--- src/rtl/lsu_ctrl_if.sv ---
// Core/memory-facing bundle of the load/store unit: request/response handshake
// plus the word-addressed data memory port.
interface lsu_ctrl_if #(
  parameter int ADDR_LEN = 32,
  parameter int DATA_LEN = 32
);
  logic                req_valid;
  logic                req_ready;
  logic                req_we;
  logic [2:0]          req_funct3;
  logic [ADDR_LEN-1:0] req_addr;
  logic [DATA_LEN-1:0] req_wdata;
  logic                resp_valid;
  logic [DATA_LEN-1:0] resp_rdata;
  logic                resp_err;
  logic                mem_we;
  logic [ADDR_LEN-1:0] mem_addr;
  logic [DATA_LEN-1:0] mem_wdata;
  logic [DATA_LEN-1:0] mem_rdata;

  // Core and memory side of the unit
  modport master (
    output req_valid, req_we, req_funct3, req_addr, req_wdata, mem_rdata,
    input  req_ready, resp_valid, resp_rdata, resp_err, mem_we, mem_addr, mem_wdata
  );

  // The load/store unit itself
  modport slave (
    input  req_valid, req_we, req_funct3, req_addr, req_wdata, mem_rdata,
    output req_ready, resp_valid, resp_rdata, resp_err, mem_we, mem_addr, mem_wdata
  );
endinterface

--- src/rtl/lsu_ctrl.sv ---
// Byte/halfword/word load/store unit in front of a word-only data memory;
// sub-word stores are performed as read-modify-write.
module lsu_ctrl #(
  parameter int ADDR_LEN = 32,
  parameter int DATA_LEN = 32
) (
  input  logic        clk,
  input  logic        rst,
  lsu_ctrl_if.slave   bus
);

  typedef enum logic [1:0] {
    IDLE   = 2'd0,
    ACCESS = 2'd1,
    WRITE  = 2'd2,
    RESP   = 2'd3
  } state_t;

  localparam logic [2:0] F3_B  = 3'b000;
  localparam logic [2:0] F3_H  = 3'b001;
  localparam logic [2:0] F3_W  = 3'b010;
  localparam logic [2:0] F3_BU = 3'b100;
  localparam logic [2:0] F3_HU = 3'b101;

  state_t              state_r;
  logic                we_r;
  logic [2:0]          funct3_r;
  logic [1:0]          off_r;
  logic                req_ready_r;
  logic                resp_valid_r;
  logic [DATA_LEN-1:0] resp_rdata_r;
  logic                resp_err_r;
  logic                mem_we_r;
  logic [ADDR_LEN-1:0] mem_addr_r;
  logic [DATA_LEN-1:0] mem_wdata_r;
  logic                legal_s;

  function automatic logic [DATA_LEN-1:0] load_extract(
    input logic [2:0]          f3,
    input logic [1:0]          off,
    input logic [DATA_LEN-1:0] w
  );
    logic [7:0]          b;
    logic [15:0]         h;
    logic [DATA_LEN-1:0] r;
    case (off)
      2'd0:    b = w[7:0];
      2'd1:    b = w[15:8];
      2'd2:    b = w[23:16];
      default: b = w[31:24];
    endcase
    h = off[1] ? w[31:16] : w[15:0];
    case (f3)
      F3_B:    r = {{(DATA_LEN-8){b[7]}}, b};
      F3_H:    r = {{(DATA_LEN-16){h[15]}}, h};
      F3_BU:   r = {{(DATA_LEN-8){1'b0}}, b};
      F3_HU:   r = {{(DATA_LEN-16){1'b0}}, h};
      default: r = w;
    endcase
    return r;
  endfunction

  function automatic logic [DATA_LEN-1:0] store_merge(
    input logic [2:0]          f3,
    input logic [1:0]          off,
    input logic [DATA_LEN-1:0] w,
    input logic [15:0]         d
  );
    logic [DATA_LEN-1:0] r;
    r = w;
    if (f3 == F3_B) begin
      case (off)
        2'd0:    r[7:0]   = d[7:0];
        2'd1:    r[15:8]  = d[7:0];
        2'd2:    r[23:16] = d[7:0];
        default: r[31:24] = d[7:0];
      endcase
    end else if (off[1]) begin
      r[31:16] = d;
    end else begin
      r[15:0] = d;
    end
    return r;
  endfunction

  // Legality of the request presented on the live inputs
  always_comb begin
    legal_s = 1'b0;
    case (bus.req_funct3)
      F3_B:    legal_s = 1'b1;
      F3_H:    legal_s = ~bus.req_addr[0];
      F3_W:    legal_s = (bus.req_addr[1:0] == 2'b00);
      F3_BU:   legal_s = ~bus.req_we;
      F3_HU:   legal_s = ~bus.req_we & ~bus.req_addr[0];
      default: legal_s = 1'b0;
    endcase
  end

  // Control FSM; every output is registered so reset clears mem_we asynchronously
  always_ff @(posedge clk or posedge rst) begin
    if (rst) begin
      state_r      <= IDLE;
      we_r         <= 1'b0;
      funct3_r     <= 3'b000;
      off_r        <= 2'b00;
      req_ready_r  <= 1'b1;
      resp_valid_r <= 1'b0;
      resp_rdata_r <= {DATA_LEN{1'b0}};
      resp_err_r   <= 1'b0;
      mem_we_r     <= 1'b0;
      mem_addr_r   <= {ADDR_LEN{1'b0}};
      mem_wdata_r  <= {DATA_LEN{1'b0}};
    end else begin
      case (state_r)
        IDLE: begin
          if (bus.req_valid) begin
            // mem_wdata_r doubles as the request's store-data register
            we_r         <= bus.req_we;
            funct3_r     <= bus.req_funct3;
            off_r        <= bus.req_addr[1:0];
            mem_addr_r   <= {bus.req_addr[ADDR_LEN-1:2], 2'b00};
            mem_wdata_r  <= (legal_s && bus.req_we) ? bus.req_wdata : {DATA_LEN{1'b0}};
            req_ready_r  <= 1'b0;
            resp_rdata_r <= {DATA_LEN{1'b0}};
            if (legal_s) begin
              mem_we_r   <= bus.req_we && (bus.req_funct3 == F3_W);
              resp_err_r <= 1'b0;
              state_r    <= ACCESS;
            end else begin
              mem_we_r     <= 1'b0;
              resp_err_r   <= 1'b1;
              resp_valid_r <= 1'b1;
              state_r      <= RESP;
            end
          end
        end
        ACCESS: begin
          mem_we_r <= 1'b0;
          if (!we_r) begin
            resp_rdata_r <= load_extract(funct3_r, off_r, bus.mem_rdata);
            resp_valid_r <= 1'b1;
            state_r      <= RESP;
          end else if (funct3_r == F3_W) begin
            resp_valid_r <= 1'b1;
            state_r      <= RESP;
          end else begin
            mem_wdata_r <= store_merge(funct3_r, off_r, bus.mem_rdata, mem_wdata_r[15:0]);
            mem_we_r    <= 1'b1;
            state_r     <= WRITE;
          end
        end
        WRITE: begin
          mem_we_r     <= 1'b0;
          resp_valid_r <= 1'b1;
          state_r      <= RESP;
        end
        RESP: begin
          resp_valid_r <= 1'b0;
          req_ready_r  <= 1'b1;
          state_r      <= IDLE;
        end
        default: begin
          mem_we_r     <= 1'b0;
          resp_valid_r <= 1'b0;
          req_ready_r  <= 1'b1;
          state_r      <= IDLE;
        end
      endcase
    end
  end

  assign bus.req_ready  = req_ready_r;
  assign bus.resp_valid = resp_valid_r;
  assign bus.resp_rdata = resp_rdata_r;
  assign bus.resp_err   = resp_err_r;
  assign bus.mem_we     = mem_we_r;
  assign bus.mem_addr   = mem_addr_r;
  assign bus.mem_wdata  = mem_wdata_r;

endmodule

--- src/flat_wrapper.sv ---
// flat-port wrapper written by rule: the top's interface ports become plain ports
module lsu_ctrl_flat 
#(
  parameter int ADDR_LEN = 32,
  parameter int DATA_LEN = 32
)
  (clk, rst, bus_req_valid, bus_req_we, bus_req_funct3, bus_req_addr, bus_req_wdata, bus_mem_rdata, bus_req_ready, bus_resp_valid, bus_resp_rdata, bus_resp_err, bus_mem_we, bus_mem_addr, bus_mem_wdata);
  lsu_ctrl_if #(.ADDR_LEN(ADDR_LEN), .DATA_LEN(DATA_LEN)) bus_i ();
  input  logic clk;
  input  logic rst;
  input wire logic [$bits(bus_i.req_valid)-1:0] bus_req_valid;
  input wire logic [$bits(bus_i.req_we)-1:0] bus_req_we;
  input wire logic [$bits(bus_i.req_funct3)-1:0] bus_req_funct3;
  input wire logic [$bits(bus_i.req_addr)-1:0] bus_req_addr;
  input wire logic [$bits(bus_i.req_wdata)-1:0] bus_req_wdata;
  input wire logic [$bits(bus_i.mem_rdata)-1:0] bus_mem_rdata;
  output wire logic [$bits(bus_i.req_ready)-1:0] bus_req_ready;
  output wire logic [$bits(bus_i.resp_valid)-1:0] bus_resp_valid;
  output wire logic [$bits(bus_i.resp_rdata)-1:0] bus_resp_rdata;
  output wire logic [$bits(bus_i.resp_err)-1:0] bus_resp_err;
  output wire logic [$bits(bus_i.mem_we)-1:0] bus_mem_we;
  output wire logic [$bits(bus_i.mem_addr)-1:0] bus_mem_addr;
  output wire logic [$bits(bus_i.mem_wdata)-1:0] bus_mem_wdata;
  assign bus_i.req_valid = bus_req_valid;
  assign bus_i.req_we = bus_req_we;
  assign bus_i.req_funct3 = bus_req_funct3;
  assign bus_i.req_addr = bus_req_addr;
  assign bus_i.req_wdata = bus_req_wdata;
  assign bus_i.mem_rdata = bus_mem_rdata;
  assign bus_req_ready = bus_i.req_ready;
  assign bus_resp_valid = bus_i.resp_valid;
  assign bus_resp_rdata = bus_i.resp_rdata;
  assign bus_resp_err = bus_i.resp_err;
  assign bus_mem_we = bus_i.mem_we;
  assign bus_mem_addr = bus_i.mem_addr;
  assign bus_mem_wdata = bus_i.mem_wdata;
  lsu_ctrl #(.ADDR_LEN(ADDR_LEN), .DATA_LEN(DATA_LEN)) u_core (.clk(clk), .rst(rst), .bus(bus_i));
endmodule
--- config.mk ---
export PLATFORM = sky130hd
export DESIGN_NAME = lsu_ctrl_flat
export DESIGN_NICKNAME = d
export VERILOG_FILES = /design/src/rtl/lsu_ctrl_if.sv /design/src/rtl/lsu_ctrl.sv /design/src/flat_wrapper.sv
export SDC_FILE = /design/constraint.sdc
export NUM_CORES = 1
export LEC_CHECK = 0
export CAP_MARGIN = 5
export CELL_PAD_IN_SITES_DETAIL_PLACEMENT = 1
export CELL_PAD_IN_SITES_GLOBAL_PLACEMENT = 1
export CORE_UTILIZATION = 43
export DETAILED_ROUTE_END_ITERATION = 6
export DONT_BUFFER_PORTS = 1
export GPL_TIMING_DRIVEN = 0
export HOLD_SLACK_MARGIN = 0.02
export MAX_ROUTING_LAYER = met4
export PLACE_DENSITY_LB_ADDON = 0.1
export SYNTH_ARGS = -nofsm -noshare
export SYNTH_HDL_FRONTEND = slang
export SYNTH_SLANG_ARGS = --single-unit
--- constraint.sdc ---
create_clock -name clk -period 3.17 [get_ports clk]
set_input_delay 0.317 -clock clk [delete_from_list [all_inputs] [get_ports clk]]
set_output_delay 0.317 -clock clk [all_outputs]
set_load 0.05 [all_outputs]
==> report_table.html <==
<table>
<tr><th>Metric</th><th>Value</th></tr>
<tr><th colspan="2">Synthesis</th></tr>
<tr><td>Post-synth EDFFs</td><td>0</td></tr>
<tr><td>Unique cell type count in the Yosys netlist</td><td>49</td></tr>
<tr><td>Count of yosys warnings during synthesis</td><td>0</td></tr>
<tr><td>Synthesized netlist cell count</td><td>544</td></tr>
<tr><td>Cell type contributing the most total cell area after synthesis</td><td>dfrtp_1</td></tr>
<tr><td>Fraction of the yosys area taken by sequential cells</td><td>0.464</td></tr>
<tr><td>Post-Synthesis Mean Instance Area</td><td>10.5 µm²</td></tr>
<tr><td>Top cells by area in the synthesized netlist</td><td>dfrtp_1, mux2_2, nand2_1, o31ai_1, o211ai_1</td></tr>
<tr><td>Dominant synthesized flop cell</td><td>dfrtp_1</td></tr>
<tr><td>Synthesis-stage register bit count</td><td>106</td></tr>
<tr><td>Cell area after synthesis</td><td>5710 µm²</td></tr>
<tr><td>Async set-or-reset flop fraction in the synthesized netlist</td><td>1.00</td></tr>
<tr><td>Yosys top cell area share</td><td>0.460</td></tr>
<tr><th colspan="2">Cells and area</th></tr>
<tr><td>Total inserted antenna cells</td><td>0</td></tr>
<tr><td>Commonest non-fill, non-tap cells in the layout</td><td>dfrtp_1, nand2_1, mux2_2</td></tr>
<tr><td>Finished Core Util</td><td>0.495</td></tr>
<tr><td>Area overhead of the layout relative to synthesis</td><td>10.7%</td></tr>
<tr><td>Final Net Count</td><td>665</td></tr>
<tr><td>Share of layout cells above drive strength 1</td><td>0.218</td></tr>
<tr><td>Post-route cell area</td><td>6330 µm²</td></tr>
<tr><td>Most common library cell in the layout ignoring fill and taps</td><td>dfrtp_1</td></tr>
<tr><th colspan="2">CTS</th></tr>
<tr><td>Maximum root-to-sink buffer count</td><td>2</td></tr>
<tr><td>Number of sinks handled by clock tree synthesis</td><td>106</td></tr>
<tr><td>Clock slew at reported path FFs</td><td>70 ps</td></tr>
<tr><td>Total of hold buffers inserted after clock tree synthesis</td><td>1</td></tr>
<tr><td>Num CTS Buffers</td><td>9</td></tr>
<tr><td>Post-CTS sizing</td><td>0</td></tr>
<tr><td>Level count of the clock H-tree</td><td>3</td></tr>
<tr><td>Setup bufs post-CTS</td><td>0</td></tr>
<tr><td>Clock root buffer master</td><td>clkbuf_16</td></tr>
<tr><td>TritonCTS clock tree</td><td>built</td></tr>
<tr><td>Clk_lat worst skew</td><td>360 ps</td></tr>
<tr><th colspan="2">Run</th></tr>
<tr><td>Number of violations of the max-capacitance limit</td><td>0</td></tr>
<tr><th colspan="2">Route</th></tr>
<tr><td>Pre-Repair DR Iteration Count</td><td>4</td></tr>
<tr><td>Drt total wl</td><td>18300 µm</td></tr>
<tr><td>Total DRC errors in the routed layout</td><td>0</td></tr>
<tr><td>Number of vias after detailed routing</td><td>4428</td></tr>
<tr><td>Via density per instance</td><td>6.02</td></tr>
<tr><td>Drt first-iter violations</td><td>220</td></tr>
<tr><td>Antenna Nets Post-Route</td><td>0</td></tr>
<tr><td>Routed wire per std cell</td><td>24.9 µm</td></tr>
<tr><th colspan="2">STA</th></tr>
<tr><td>Total setup violations reported at the end of the flow</td><td>0</td></tr>
<tr><td>Portion of the clock cycle consumed by the worst path in the final layout</td><td>0.827</td></tr>
<tr><td>Final min period</td><td>2620 ps</td></tr>
<tr><td>Setup repair after global routing missed its margin</td><td>false</td></tr>
<tr><td>Final Max Tran Viols</td><td>0</td></tr>
<tr><td>Summed negative setup slack over all endpoints</td><td>0 ps</td></tr>
<tr><td>Setup clock skew after layout</td><td>13.8 ps</td></tr>
<tr><td>Least-Margin Pin Slew</td><td>954 ps</td></tr>
<tr><td>Worst rel slew slack</td><td>0.364</td></tr>
<tr><td>Hold Vio Cnt, Final</td><td>0</td></tr>
<tr><td>Max Fclk</td><td>0.382 GHz</td></tr>
<tr><th colspan="2">Pwr</th></tr>
<tr><td>Pwr/cell area</td><td>1360 nW/µm²</td></tr>
<tr><td>Worst VDD drop</td><td>0.000602 V</td></tr>
<tr><td>Leakage power total</td><td>2.73 nW</td></tr>
<tr><th colspan="2">Critical path</th></tr>
<tr><td>Data required time of the critical path</td><td>3400 ps</td></tr>
<tr><td>Worst Setup Path Type</td><td>register to register</td></tr>
<tr><td>Endpoint class of the critical path</td><td>register</td></tr>
<tr><td>Register-to-Register Setup Slack</td><td>550 ps</td></tr>
<tr><td>Data arrival, critical path</td><td>2850 ps</td></tr>
<tr><td>Crit-path max FO</td><td>10</td></tr>
<tr><td>Type of origin of the critical path</td><td>register</td></tr>
<tr><th colspan="2">GRT</th></tr>
<tr><td>First-pass GRT wire length</td><td>27000 µm</td></tr>
<tr><td>Total global routing overflow</td><td>0</td></tr>
<tr><td>Number of global-route vias before repair</td><td>4657</td></tr>
<tr><td>Initial antenna violation count</td><td>0</td></tr>
<tr><td>GRT Overall Usage</td><td>0.281</td></tr>
<tr><td>Maximum number of pins on one net before global-route repair</td><td>71</td></tr>
<tr><th colspan="2">Hold path</th></tr>
<tr><td>Class of the tightest hold or removal check</td><td>input pin to register</td></tr>
<tr><th colspan="2">Placement</th></tr>
<tr><td>Routability-driven placement congestion ratio</td><td>0.818</td></tr>
<tr><td>HPWL after detailed placement</td><td>13900 µm</td></tr>
<tr><td>Placed Area</td><td>5960 µm²</td></tr>
<tr><td>I/O Buffers</td><td>0</td></tr>
<tr><th colspan="2">Die</th></tr>
<tr><td>Placeable core region</td><td>12800 µm²</td></tr>
<tr><td>Cell Rows</td><td>41</td></tr>
<tr><td>Count of pins on the block boundary</td><td>203</td></tr>
<tr><td>Y dimension of the die</td><td>117 µm</td></tr>
<tr><td>Full die area</td><td>13800 µm²</td></tr>
<tr><td>Initial core utilization</td><td>0.447</td></tr>
<tr><td>X dimension of the die</td><td>117 µm</td></tr>
<tr><th colspan="2">Status</th></tr>
<tr><td>Run status</td><td>completed</td></tr>
</table>
worst paths after layout:
kind                                         from                  endpoint  cells after the start
max in group asynchronous                     rst      u_core.bus.req_ready                      3
worst max-delay path            u_core.state_r[1]  u_core.bus.mem_wdata[23]                      8
min in group asynchronous                     rst   u_core.bus.mem_addr[11]                      2
worst max register to register  u_core.state_r[1]  u_core.bus.mem_wdata[23]                      8
worst min register to register        u_core.we_r               u_core.we_r                      1
worst min-delay path            bus_req_wdata[30]  u_core.bus.mem_wdata[30]                      2
per-stage QoR:
step | instances | worst slack (ps) | power (mW) | hold slack, ps
final | 735 | 549 | 8.62 | 103
after global routing | 735 | 380 | 9.08 | 95.4
after CTS | 735 | 534 | 8.67 | 91.3
after detailed placement | 718 | 544 | 7.35 | 263
after global placement | 717 | -1080 | 7.19 | 468
after floorplan | 545 | 65.8 | 6.47 | 468
power by group:
| part | internal, mW | switching (mW) |
|---|---|---|
| clock | 0.816 | 0.498 |
| sequential | 1.93 | 2.40 |
| combinational | 1.27 | 1.70 |
| total | 4.02 | 4.60 |
kinds of logic (layout without fill, tap and decap cells):
family / count (synthesis) / count (layout) / synth area share
AO/OA/AOI/OAI: 150 / 150 / 0.184
AND/OR/NAND/NOR: 134 / 134 / 0.115
flip-flops: 106 / 106 / 0.464
multiplexers: 88 / 88 / 0.177
buffers and inverters: 61 / 79 / 0.0501
adder cells (fa/ha/maj): 4 / 4 / 0.00876
other: 1 / 2 / 0.000656
cells in the mapped netlist, drive strengths merged (2+ instances only):
cell type	instances
dfrtp	105
buf	21
o31ai	18
nand2b	11
inv	16
or3	2
nor2b	18
nor3b	3
and3	9
a21boi	8
or4b	3
o221ai	8
ha	4
a31oi	16
a21oi	25
o211ai	25
nand2	74
mux2	77
nor2	7
mux2i	10
nor3	2
a221oi	9
clkbuf	23
nand3	3
o21ai	28
a21o	8
per-layer routing:
layer	wire length (µm)	track usage
met1	7180	0.331
met5	0	-
met4	535	0.124
met3	1630	0.0757
met2	8930	0.449
state kept, by name, summed over array words and instances (netlist names):
signal                 flops
u_core.bus.resp_err        1
u_core.bus.mem_addr       30
u_core.off_r               2
u_core.bus.mem_wdata      32
u_core.funct3_r            3
u_core.bus.req_ready       1
u_core.bus.mem_we          1
u_core.we_r                1
u_core.state_r             2
u_core.bus.resp_valid      1
u_core.bus.resp_rdata     32
area by class of cell:
class,instances,area [µm²]
plain buffers,44,223
clock buffers,12,256
clock inverters,4,97.6
fillers,1391,6450
inverters,17,66.3
multi-input cells,378,2780
flip-flops and latches,106,2650
well taps,172,215
repair buffers,2,37.5
worst max-delay path: stages (launching register included):
cell and delay, ps:
dfrtp_1 430, inv_1 110, ha_1 190, clkinv_1 290
o21ai_2 560, and2_1 200, clkbuf_1 310, buf_2 290
a31oi_1 110
No activity file was read; power rests on OpenSTA's default activity.
==> RTL change: new RTL, config.mk and constraints unchanged <==
`ADDR_LEN` is set to 32 in 3 places; all go to 64.
--- a/src/rtl/lsu_ctrl_if.sv
+++ b/src/rtl/lsu_ctrl_if.sv
@@ -1,7 +1,7 @@
 // Core/memory-facing bundle of the load/store unit: request/response handshake
 // plus the word-addressed data memory port.
 interface lsu_ctrl_if #(
-  parameter int ADDR_LEN = 32,
+  parameter int ADDR_LEN = 64,
   parameter int DATA_LEN = 32
 );
   logic                req_valid;
--- a/src/rtl/lsu_ctrl.sv
+++ b/src/rtl/lsu_ctrl.sv
@@ -1,7 +1,7 @@
 // Byte/halfword/word load/store unit in front of a word-only data memory;
 // sub-word stores are performed as read-modify-write.
 module lsu_ctrl #(
-  parameter int ADDR_LEN = 32,
+  parameter int ADDR_LEN = 64,
   parameter int DATA_LEN = 32
 ) (
   input  logic        clk,
--- a/src/flat_wrapper.sv
+++ b/src/flat_wrapper.sv
@@ -1,7 +1,7 @@
 // flat-port wrapper written by rule: the top's interface ports become plain ports
 module lsu_ctrl_flat 
 #(
-  parameter int ADDR_LEN = 32,
+  parameter int ADDR_LEN = 64,
   parameter int DATA_LEN = 32
 )
   (clk, rst, bus_req_valid, bus_req_we, bus_req_funct3, bus_req_addr, bus_req_wdata, bus_mem_rdata, bus_req_ready, bus_resp_valid, bus_resp_rdata, bus_resp_err, bus_mem_we, bus_mem_addr, bus_mem_wdata);
Ports: changed (resized bus_mem_addr and bus_req_addr); port bits go from 203 to 267. The function was not compared with the original's and may differ.
==> RTL change against the unedited design <==
- hold slack worse by 68 ps
- synthesized area up 20%
- sequential cell count up 32
- die area up 20%
- critical path depth unchanged
- largest cell class is now registers
- setup slack worse by 160 ps
- wire length up 20%
- final area up 24%
Power is not shown: default switching activity piles up to over one toggle a cycle in this logic, so the estimate is an artifact.
==> RTL change: results (changes against the unedited design) <==
ctsHtreeMaxLevel: 4  # +1
antenna_found_initial: 0  # unchanged
min_delay_worst_endpoint: "u_core.bus.mem_addr[4]$_DFFE_PP0P_"
count_of_buffers_inserted_at_the_top_level_ports: 0  # unchanged
drt_first_iter_violations: 280  # +27%
outcome: "finished clean"
tightest_slew_ps: 797  # -157 ps
ys_async_sr_fraction: 1.00  # unchanged
worstHoldStart: "bus_req_addr[4]"
place_inst: 834  # +16%
cts.repair_timing.setup_buffer_count: 0  # unchanged
ctsLongestPathBuffers: 2  # unchanged
antenna_cells: 0  # unchanged
grt_pass1_wl_mm: 33.1  # +22%
drt-vias-per-instance: 5.97  # -0.98%
cts_made_buffers: 17  # +8
timing.reg2reg.setup_slack_ps: 390  # -160 ps
number_of_flip_flops_in_the_largest_register: 62
synth-edff-count: 0  # unchanged
worstHoldPathType: "input pin to flop"
groute.usage.overall: 0.280  # -0.00109
overall_via_count_from_detail_route: 5172  # +17%
hold_buffers: 1  # unchanged
clkLatencyLatePin_ps: 430  # +70 ps
critical_path.top_delay_family: "buffers and inverters"
number_of_global_route_vias_before_repair: 5629  # +21%
cpPeakStageDelay_ps: 620  # +60 ps
routed_wire_length_per_instance_um: 25.3  # +1.9%
place_hpwl_mm: 16.9  # +22%
syn-mean-instance-area_um2: 11.1  # +5.9%
crit_slowest_cell: "sky130_fd_sc_hd__o21ai_2"
clock_skew_ps: 5.44  # -8.37 ps
cts_root_buffer: "sky130_fd_sc_hd__clkbuf_16"
synth_area_leaders: "sky130_fd_sc_hd__dfrtp_1 50%, sky130_fd_sc_hd__mux2_2 15%, sky130_fd_sc_hd__nand2_1 4.1%, sky130_fd_sc_hd__o21ai_0 2.3%, sky130_fd_sc_hd__o31ai_1 2.0%"
fillers: 1669  # +20%
worstHoldPathCells: 1  # -1
place_congestion: 0.889  # +8.7%
cp.arrival_ps: 3070  # +220 ps
ys_seq_area_frac: 0.502  # +0.0374
path_clk_slew_ps: 60
reg2reg_depth: 8  # unchanged
first_pass_iters: 5  # +1
ff_to_ff_end: "u_core.bus.mem_wdata[28]$_DFFE_PP0P_"
maxCapViolCount: 0  # unchanged
synth.lib_cells_used.distinct: 55  # +12%
synth.cells.most_frequent: "137 x sky130_fd_sc_hd__dfrtp_1, 93 x sky130_fd_sc_hd__mux2_2, 75 x sky130_fd_sc_hd__nand2_1"
post_cts.resized_instances: 0  # unchanged
layout_cells_sized_above_1: 0.265  # +0.0468
worst_r2r_startpoint: "u_core.state_r[1]$_DFFE_PP0N_"
grt_max_degree: 45  # -37%
synth.yosys.warnings: 0  # unchanged
num-nets-final: 782  # +18%
[RTL change: changes by cell type after synthesis, moves of 5 or more]
cell | before | now
sky130_fd_sc_hd__o21ai_0 | 25 | 31
sky130_fd_sc_hd__nand2b_1 | 11 | 2
sky130_fd_sc_hd__dfrtp_1 | 105 | 137
sky130_fd_sc_hd__mux2_1 | 9 | 1
sky130_fd_sc_hd__buf_1 | 1 | 7
sky130_fd_sc_hd__o221ai_1 | 8 | 1
sky130_fd_sc_hd__mux2_2 | 62 | 93
sky130_fd_sc_hd__or3_1 | 2 | 7
[RTL change: worst max path at each step]
stage                                             start                                    to  slack (ps)  depth (start not counted)
after floorplan                                     rst   u_core.bus.mem_addr[10]$_DFFE_PP0P_        1130                          1
after global placement                              rst    u_core.bus.mem_addr[3]$_DFFE_PP0P_         430                          1
after detailed placement  u_core.state_r[1]$_DFFE_PP0N_  u_core.bus.mem_wdata[28]$_DFFE_PP0P_         460                          8
after CTS                 u_core.state_r[1]$_DFFE_PP0N_  u_core.bus.mem_wdata[28]$_DFFE_PP0P_         400                          8
after global routing      u_core.state_r[1]$_DFFE_PP0N_  u_core.bus.mem_wdata[28]$_DFFE_PP0P_         100                          8
final                     u_core.state_r[1]$_DFFE_PP0N_  u_core.bus.mem_wdata[28]$_DFFE_PP0P_         390                          8
[RTL change: worst register-to-register path: cells and delay by family (launching register included)]
kind            cells  cell delay, ps
buf+inv             4            1110
compound gates      2             720
flops               1             430
simple gates        1             210
fa+ha+maj           1             190
[RTL change: layer usage]
| layer | global-route usage | wire length [um] |
|---|---|---|
| met1 | 0.330 | 8880 |
| met2 | 0.465 | 11100 |
| met3 | 0.0736 | 1590 |
| met4 | 0.0879 | 391 |
| met5 | - | 0 |
[RTL change: cell families after synthesis]
family | Yosys count | synth area share
muxes | 110 | 0.183
DFF | 138 | 0.502
and+or+nand+nor | 134 | 0.0941
AOI/OAI and AO/OA | 166 | 0.168
adders and majority gates | 4 | 0.00727
other | 1 | 0.000545
buffers and inverters | 66 | 0.0447
[RTL change: area by class of cell]
class / instances / share of cell area
Timing Repair Buffer: 4 / 0.00896
Tap cell: 211 / 0.0338
Sequential cell: 138 / 0.442
Clock inverter: 14 / 0.0206
Multi-Input combinational cell: 416 / 0.400
Inverter: 16 / 0.00816
Clock buffer: 18 / 0.0549
Buffer: 50 / 0.0317
[RTL change: per-stage QoR]
step / hold WS [ps] / utilization / area, um^2 / setup slack [ps]
floorplan: 468 / - / 6890 / 1130
global placement: 469 / 0.464 / 7160 / 429
detailed placement: 352 / 0.468 / 7220 / 464
CTS: 24.2 / 0.507 / 7820 / 402
global route: 25.4 / 0.507 / 7820 / 99.7
finish: 35.2 / 0.507 / 7820 / 385
